<file path="src/rtl/motion_update_bcast_ctrl.sv">
// motion_update_bcast_ctrl
// Round-robin sequencer that moves particle results from NUM_REQ motion-update
// units onto the single broadcast bus. It keeps out_motion_update_enable high
// while the run is in progress. It then waits out the caches' buffer swap
// before pulsing out_done.
//
// Handshake: a requester transfers one particle in a cycle where its
// in_req_valid and out_req_ready are both high. A requester holds valid, data
// and last stable until that cycle. Ready is combinational and is given to at
// most one requester per cycle.
//
// Optional feature: define MU_BCAST_TIMEOUT_EN to build the idle-handshake
// watchdog. Without it, out_timeout is tied low.
module motion_update_bcast_ctrl #(
    parameter int DATA_WIDTH     = 32,
    parameter int CELL_ID_WIDTH  = 4,
    parameter int NUM_REQ        = 4,
    parameter int SWAP_WAIT      = 3,
    parameter int CNT_WIDTH      = 16,
    parameter int TIMEOUT_CYCLES = 1024
) (
    input  logic                               clk,
    input  logic                               rst,
    input  logic                               start,
    input  logic [NUM_REQ-1:0]                 in_req_active,
    input  logic [NUM_REQ-1:0]                 in_req_valid,
    input  logic [NUM_REQ-1:0]                 in_req_last,
    input  logic [NUM_REQ*3*DATA_WIDTH-1:0]    in_req_data,
    input  logic [NUM_REQ*3*CELL_ID_WIDTH-1:0] in_req_dst_cell,
    output logic [NUM_REQ-1:0]                 out_req_ready,
    output logic                               out_motion_update_enable,
    output logic [3*DATA_WIDTH-1:0]            out_data,
    output logic [3*CELL_ID_WIDTH-1:0]         out_data_dst_cell,
    output logic                               out_data_valid,
    output logic                               out_busy,
    output logic                               out_done,
    output logic [CNT_WIDTH-1:0]               out_particle_count,
    output logic                               out_timeout,
    output logic [1:0]                         fsm_state
);

    localparam int VW     = 3 * DATA_WIDTH;
    localparam int DW     = 3 * CELL_ID_WIDTH;
    localparam int PTR_W  = (NUM_REQ > 1) ? $clog2(NUM_REQ) : 1;
    localparam int WAIT_W = (SWAP_WAIT > 1) ? $clog2(SWAP_WAIT + 1) : 1;
    localparam logic [PTR_W:0]   NUM_REQ_W  = (PTR_W + 1)'(NUM_REQ);
    localparam logic [PTR_W-1:0] LAST_IDX   = PTR_W'(NUM_REQ - 1);
    localparam logic [WAIT_W-1:0] WAIT_LAST = WAIT_W'(SWAP_WAIT - 1);

    typedef enum logic [1:0] {
        S_IDLE      = 2'd0,
        S_BROADCAST = 2'd1,
        S_DRAIN     = 2'd2,
        S_DONE      = 2'd3
    } state_t;

    state_t              state;
    state_t              state_next;
    logic [NUM_REQ-1:0]  done_mask;
    logic [PTR_W-1:0]    ptr;
    logic [WAIT_W-1:0]   wait_cnt;

    logic [NUM_REQ-1:0]  eligible;
    logic                grant_found;
    logic [PTR_W-1:0]    grant_idx;
    logic [PTR_W:0]      rr_idx;
    logic                handshake;
    logic                start_accept;
    logic                all_done;
    logic                drain_end;
    logic                watchdog_fire;
    logic [VW-1:0]       sel_data;
    logic [DW-1:0]       sel_dst;
    logic                sel_last;
    logic [PTR_W-1:0]    ptr_next;

    assign all_done     = &done_mask;
    assign drain_end    = (wait_cnt == WAIT_LAST);
    assign start_accept = (state == S_IDLE) && start;
    assign handshake    = (state == S_BROADCAST) && grant_found;
    assign ptr_next     = (grant_idx == LAST_IDX) ? '0 : grant_idx + 1'b1;
    assign fsm_state    = state;

    // Round-robin search from the pointer over requesters still owing particles
    always_comb begin
        eligible      = in_req_valid & ~done_mask;
        grant_found   = 1'b0;
        grant_idx     = '0;
        rr_idx        = '0;
        out_req_ready = '0;
        for (int k = 0; k < NUM_REQ; k++) begin
            rr_idx = {1'b0, ptr} + (PTR_W + 1)'(k);
            if (rr_idx >= NUM_REQ_W) begin
                rr_idx = rr_idx - NUM_REQ_W;
            end
            if (!grant_found && eligible[rr_idx[PTR_W-1:0]]) begin
                grant_found = 1'b1;
                grant_idx   = rr_idx[PTR_W-1:0];
            end
        end
        if (state == S_BROADCAST && grant_found) begin
            out_req_ready[grant_idx] = 1'b1;
        end
    end

    // Select the granted requester's payload
    always_comb begin
        sel_data = in_req_data[grant_idx*VW +: VW];
        sel_dst  = in_req_dst_cell[grant_idx*DW +: DW];
        sel_last = in_req_last[grant_idx];
    end

    // FSM state register
    always_ff @(posedge clk or negedge rst) begin
        if (!rst) begin
            state <= S_IDLE;
        end else begin
            state <= state_next;
        end
    end

    // FSM next-state and state-decoded outputs
    always_comb begin
        state_next               = state;
        out_motion_update_enable = 1'b0;
        out_busy                 = 1'b1;
        out_done                 = 1'b0;
        case (state)
            S_IDLE: begin
                out_busy = 1'b0;
                if (start) begin
                    state_next = S_BROADCAST;
                end
            end
            S_BROADCAST: begin
                out_motion_update_enable = 1'b1;
                if (all_done) begin
                    state_next = S_DRAIN;
                end
            end
            S_DRAIN: begin
                if (drain_end) begin
                    state_next = S_DONE;
                end
            end
            S_DONE: begin
                out_done   = 1'b1;
                state_next = S_IDLE;
            end
            default: begin
                state_next = S_IDLE;
            end
        endcase
    end

    // Per-requester completion mask: inactive requesters start out finished
    always_ff @(posedge clk or negedge rst) begin
        if (!rst) begin
            done_mask <= '0;
        end else if (start_accept) begin
            done_mask <= ~in_req_active;
        end else if (state == S_BROADCAST) begin
            if (watchdog_fire) begin
                done_mask <= '1;
            end else if (handshake && sel_last) begin
                done_mask[grant_idx] <= 1'b1;
            end
        end
    end

    // Round-robin pointer moves past each granted requester
    always_ff @(posedge clk or negedge rst) begin
        if (!rst) begin
            ptr <= '0;
        end else if (handshake) begin
            ptr <= ptr_next;
        end
    end

    // Registered broadcast bus; data holds its last value between particles
    always_ff @(posedge clk or negedge rst) begin
        if (!rst) begin
            out_data          <= '0;
            out_data_dst_cell <= '0;
            out_data_valid    <= 1'b0;
        end else begin
            out_data_valid <= handshake;
            if (handshake) begin
                out_data          <= sel_data;
                out_data_dst_cell <= sel_dst;
            end
        end
    end

    // Saturating broadcast counter, cleared on each accepted start
    always_ff @(posedge clk or negedge rst) begin
        if (!rst) begin
            out_particle_count <= '0;
        end else if (start_accept) begin
            out_particle_count <= '0;
        end else if (handshake && (out_particle_count != {CNT_WIDTH{1'b1}})) begin
            out_particle_count <= out_particle_count + 1'b1;
        end
    end

    // Swap-wait counter runs only while draining
    always_ff @(posedge clk or negedge rst) begin
        if (!rst) begin
            wait_cnt <= '0;
        end else if (state == S_DRAIN) begin
            wait_cnt <= drain_end ? '0 : wait_cnt + 1'b1;
        end else begin
            wait_cnt <= '0;
        end
    end

`ifdef MU_BCAST_TIMEOUT_EN
    localparam int TO_W = $clog2(TIMEOUT_CYCLES + 1);
    localparam logic [TO_W-1:0] TO_LAST = TO_W'(TIMEOUT_CYCLES - 1);

    logic [TO_W-1:0] idle_cnt;

    // Fires on the last of TIMEOUT_CYCLES consecutive handshake-free cycles
    assign watchdog_fire = (state == S_BROADCAST) && !handshake && !all_done &&
                           (idle_cnt == TO_LAST);

    // Idle-cycle counter and sticky timeout flag, both cleared by a new run
    always_ff @(posedge clk or negedge rst) begin
        if (!rst) begin
            idle_cnt    <= '0;
            out_timeout <= 1'b0;
        end else if (start_accept) begin
            idle_cnt    <= '0;
            out_timeout <= 1'b0;
        end else if (state == S_BROADCAST) begin
            if (handshake || watchdog_fire) begin
                idle_cnt <= '0;
            end else begin
                idle_cnt <= idle_cnt + 1'b1;
            end
            if (watchdog_fire) begin
                out_timeout <= 1'b1;
            end
        end
    end
`else
    assign watchdog_fire = 1'b0;
    assign out_timeout   = 1'b0;
`endif

endmodule

</file>
<file path="config.mk">
export PLATFORM = sky130hd
export DESIGN_NAME = motion_update_bcast_ctrl
export DESIGN_NICKNAME = d
export VERILOG_FILES = /design/src/rtl/motion_update_bcast_ctrl.sv
export SDC_FILE = /design/constraint.sdc
export NUM_CORES = 1
export LEC_CHECK = 0
export BUFFER_PORTS_ARGS = -buffer_cell sky130_fd_sc_hd__buf_4
export CORE_AREA = 2 2 229 231
export CTS_CLUSTER_DIAMETER = 80
export DETAILED_ROUTE_END_ITERATION = 16
export DIE_AREA = 0 0 231 233
export HOLD_SLACK_MARGIN = 0.03
export SLEW_MARGIN = 20
export SYNTH_ARGS = -nofsm -noshare
export SYNTH_HDL_FRONTEND = slang
export SYNTH_SLANG_ARGS = --single-unit
</file>
<file path="constraint.sdc">
create_clock -name clk -period 3.35 [get_ports clk]
set_input_delay 0.335 -clock clk [delete_from_list [all_inputs] [get_ports clk]]
set_output_delay 0.335 -clock clk [all_outputs]
set_load 0.05 [all_outputs]
</file>
* After elaboration in Yosys (flattened, before gate mapping)
Index checks and enable logic that the tools add are counted.
Storage, ports and cells: register bits after elaboration 135, input bits 447, word-level logic and storage cells 103
Operators by class: add/sub/neg operators 10, multiply operators 2, magnitude comparators 10, equality and inequality tests 9, shift-type cells 2, mux-type cells 40, bitwise operators 4, reductions and logical operators 18
Operators by type and width (number):
- $shiftx 384x10->96 | 1
- $shiftx 48x7->12 | 1
- $mux 16 | 2
- $mux 2 | 14
- $add 16x1->16 const B | 1
- $mux 4 | 4
- $ne 16x16->1 const B | 1
- $lt 2x3->1 const B | 5
- $mux 1 | 13
- $bmux 1 s2 | 5
- $ge 3x3->1 const B | 3
- $eq 2x2->1 const B | 4
- $logic_and 1x1->1 | 8
- $mul 2x2->4 const B | 2
- $not 4->4 | 2
- $pmux 2 s4 | 1
- $sub 2x1->2 const B | 4
- $add 2x2->3 const B | 2
- $ne 2x2->1 const B | 3
- $reduce_bool 2->1 | 3
- $add 2x1->2 const B | 2
- $and 4x4->4 | 1
- $or 4x4->4 | 1
- $reduce_and 4->1 | 1
- other kinds (9) | 11

* Logic depth before layout (Yosys ltp)
depth after elaboration 22, mapped depth 11

* Worst setup path after synthesis
Ideal clock, no wire load.
path kind register to output, start register state[1], in the netlist fsm_state[1], end output port out_req_ready[0], arrival 2.594 ns, data required time 3.015 ns, slack 0.421 ns, stages on the path, launching flop included 10, buffers on the path 4, cells stage by stage dfrtp_1 > inv_1 > ha_1 > o41ai_4 > buf_6 > buf_6 > inv_2 > buf_6 > buf_2 > and2_1
Between the ends: word-level cells in the longest chain between the ends 3
Ends and longest elaborated chain:
- start, declared | line 57 | state_t state;
- start signal, assigned | line 118 | state <= state_next;
- $eq 2x1->1
- $logic_and 1x1->1
- net handshake | line 67 | logic handshake;
- $mux 4 | line 101 | if (state == S_BROADCAST && grant_found) begin
- end, declared | line 30 | output logic [NUM_REQ-1:0] out_req_ready,
The timed path passes the listed nets, and every way through them passes these cells.

* Worst setup path after layout
start register ptr[0], end output port out_req_ready[2]
Between the ends: word-level cells in the longest chain between the ends 19, elaborated cells on any way between the ends 44
Ends and longest elaborated chain:
- start, declared | line 60 | logic [PTR_W-1:0] ptr;
- start signal, assigned | line 176 | ptr <= ptr_next;
- branches (longest 18 deep; another with $add 2x1->3)
- $mux 4 * | line 101
Every way passes the cells marked *. The select of a mux whose other input is x is not followed.

==> summary.md <==
| Metric | Value |
|---|---|
| Leakage | 6.750 nW |
| Initial antenna violation count | 4 |
| Wire length of the first global-routing pass | 64.48 mm |
| Routed len/inst | 20.71 µm |
| #FFs+latches synth | 135 |
| Nets | 1,917 |
| WP data arrival | 2.76 ns |
| Tightest Pin Transition | 0.8179 ns |
| IO Pins | 582 |
| R2R Path Start | ptr[0] |
| Vias per cell | 4.678 |
| Final Util | 0.3027 |
| Via count | 10,070 |
| Post-synth EDFFs | 0 |
| Rel. slew slack | 0.4406 |
| Crit start category | flip-flop |
| Sequential area share after synthesis | 0.3390 |
| CTS tree | built |
| Routed WL | 44.57 mm |
| Largest net degree at the start of global routing | 110 |
| Detailed placement HPWL | 33.65 mm |
| Maximum vdd drop | 0.0008546 V |
| Endpoints failing setup | 0 |
| Synth warn | 0 |
| Number of global-route vias before repair | 10,250 |
| Launch point of the worst path | ptr[0] |
| DRT iter0 DRCs | 391 |
| Clock skew | 0.01131 ns |
| Synth area leader | dfrtp_1 |
| Fin Hold WS | 0.1865 ns |
| Clock-pin transition on the worst setup and hold timing paths | 0.06 ns |
| Crit-path max FO | 47 |
| # diodes | 0 |
| Core region area | 51,090 µm² |
| Synth top area share | 0.3390 |
| Area after DPL | 14,890 µm² |
| DRC viols | 0 |
| Routability congestion estimate | 0.8941 |
| Primary FF master, synth | dfrtp_1 |
| CTS buffer count | 17 |
| Gr ovfl total | 0 |
| Max-cap violations | 0 |
| Crit share post-route | 0.9224 |
| H-tree depth | 4 |
| Setup crit end kind | output port |
| CTS max path bufs | 2 |
| IO Port Bufs | 580 |
| Synth cell types | 56 |
| Die Wd | 231 µm |
| Post-synthesis cell count | 931 |
| Total die area | 53,820 µm² |
| Commonest non-fill, non-tap cell in the layout | buf_4 |
| Die Height | 233 µm |
| F_max | 323.6 MHz |
| Status | finished, final reports clean |
| Synth async-reset ratio | 1.000 |
| Type of the worst min-delay path | input port to flip-flop |
| Highest-count cells in the layout ignoring fill and taps | buf_4 (598), dfrtp_1 (135), nor2_1 (119) |
| Share of layout cells above drive strength 1 | 0.5584 |
| Clock Latency Late Sink | 0.47 ns |
| Drt first pass iters | 6 |
| Period minus WS final | 3.090 ns |
| Synthesized area | 9966 µm² |
| Leading post-synthesis cells by cell area | dfrtp_1 (34%), a2111oi_2 (13%), mux2i_1 (11%) |
| Hold path startpoint | in_req_dst_cell[20] |
| Global Route Usage Sum | 0.1595 |
| Initial Util | 0.1950 |
| RSZ-0062 raised after global routing | false |
| Mean Syn Cell Area | 10.70 µm² |
| WP data required | 3.01 ns |
| Critical path type | flip-flop to output port |
| PwrDens | 972.6 nW/µm² |
| Hold Vio Cnt, Final | 0 |
| Final ANT Viol Nets | 0 |
| Cell area after layout | 15,470 µm² |
| Count of final max-slew check failures | 0 |
| P&R area growth vs syn | 55.22% |
| Clock Sinks | 135 |
| Syn_nets | 1,388 |
| Setup TNS | 0 ns |
| CTS root buffer | clkbuf_16 |
| Row cnt | 83 |
[worst paths after layout]
check                      slack [ns]                    end  depth (start not counted)
setup / recovery                 0.26       out_req_ready[2]                          7
hold / removal                   0.19   out_data_dst_cell[8]                          3
setup reg to reg                 0.65           out_data[24]                          8
hold reg to reg                  0.45            wait_cnt[0]                          1
max in group asynchronous        2.15  out_particle_count[6]                          3
min in group asynchronous        0.33           out_data[67]                          2
[power by group]
part           switching, mW  total [mW]  internal, mW  leakage [nW]
Combinational           6.89        10.3          3.39          4.93
Clock                  0.824        1.91          1.09         0.277
Sequential             0.477        2.86          2.38          1.54
[Yosys cell counts, types with 3 or more instances]
master,n
mux2i_1,107
a211oi_2,85
a2111oi_1,14
dfrtp_1,135
nand2b_1,3
nor2b_2,3
nand3_1,4
or3_1,5
nor4_1,4
a211oi_1,23
o21ai_0,11
o21ai_1,3
a2111oi_2,83
buf_6,29
o211ai_1,9
a2111oi_0,11
inv_1,6
a21oi_1,5
nor2_1,119
buf_4,11
clkbuf_1,25
nand2_1,21
ha_1,10
and3_1,115
and2_1,5
xnor2_1,9
nand4_1,6
nor4b_1,3
buf_2,31
clkbuf_2,4
[layout make-up]
| class | count | area, µm² |
|---|---|---|
| Clock buffer | 19 | 432.9 |
| Sequential cell | 135 | 3378 |
| Clock inverter | 12 | 131.4 |
| Fill cell | 5306 | 35630 |
| Inverter | 9 | 46.29 |
| Tap cell | 680 | 850.8 |
| Multi-Input combinational cell | 685 | 5878 |
| Timing Repair Buffer | 612 | 4751 |
[layer usage]
| layer | global-route usage | part of all wire | vias up |
|---|---|---|---|
| li1 | - | - | 4650 |
| met1 | 0.1913 | 0.41 | 4950 |
| met2 | 0.2675 | 0.49 | 410 |
| met3 | 0.04865 | 0.076 | 53 |
| met4 | 0.05948 | 0.024 | 4 |
| met5 | 0 | 0.00052 | - |
[timing repair]
action,4_1_cts,5_1_grt
gates resized for setup,0,0
hold buffers,1,0
setup endpoints to repair,0,0
setup buffers,0,0
endpoints found under the hold margin,31,0
[critical path, cell delays in order, from the launching register on]
cell	delay, ns
dfrtp_1	0.41
nor3b_1	0.34
a21oi_1	0.08
a32o_1	0.43
inv_6	0.44
ha_1	0.25
and2_1	0.13
buf_4	0.19
[per-stage QoR]
step / worst slack (ns) / instances / power [mW]
after floorplan: 0.4212 / 931 / 10.18
after global placement: 0.5504 / 2120 / 13.11
after detailed placement: 0.5322 / 2120 / 13.23
after CTS: 0.1636 / 2152 / 15.23
after global routing: 0.09746 / 2152 / 15.83
final: 0.2598 / 2152 / 15.05
[kinds of logic after synthesis]
| logic type | count (synthesis) | share of synthesized area |
|---|---|---|
| AO/OA/AOI/OAI | 254 | 0.2997 |
| XOR/XNOR | 9 | 0.007910 |
| adder cells (fa/ha/maj) | 10 | 0.01255 |
| buffers and inverters | 111 | 0.07232 |
| flip-flops | 135 | 0.3390 |
| multiplexers | 108 | 0.1089 |
| other | 1 | 0.0003763 |
| AND/OR/NAND/NOR | 303 | 0.1593 |
[state kept, by name, summed over array words and instances, names as in the netlist]
register and count:
wait_cnt 2, done_mask 4, fsm_state 2, out_data_valid 1, out_data 96, out_data_dst_cell 12, out_particle_count 16, ptr 2
Power figures use the tool's default switching activity.
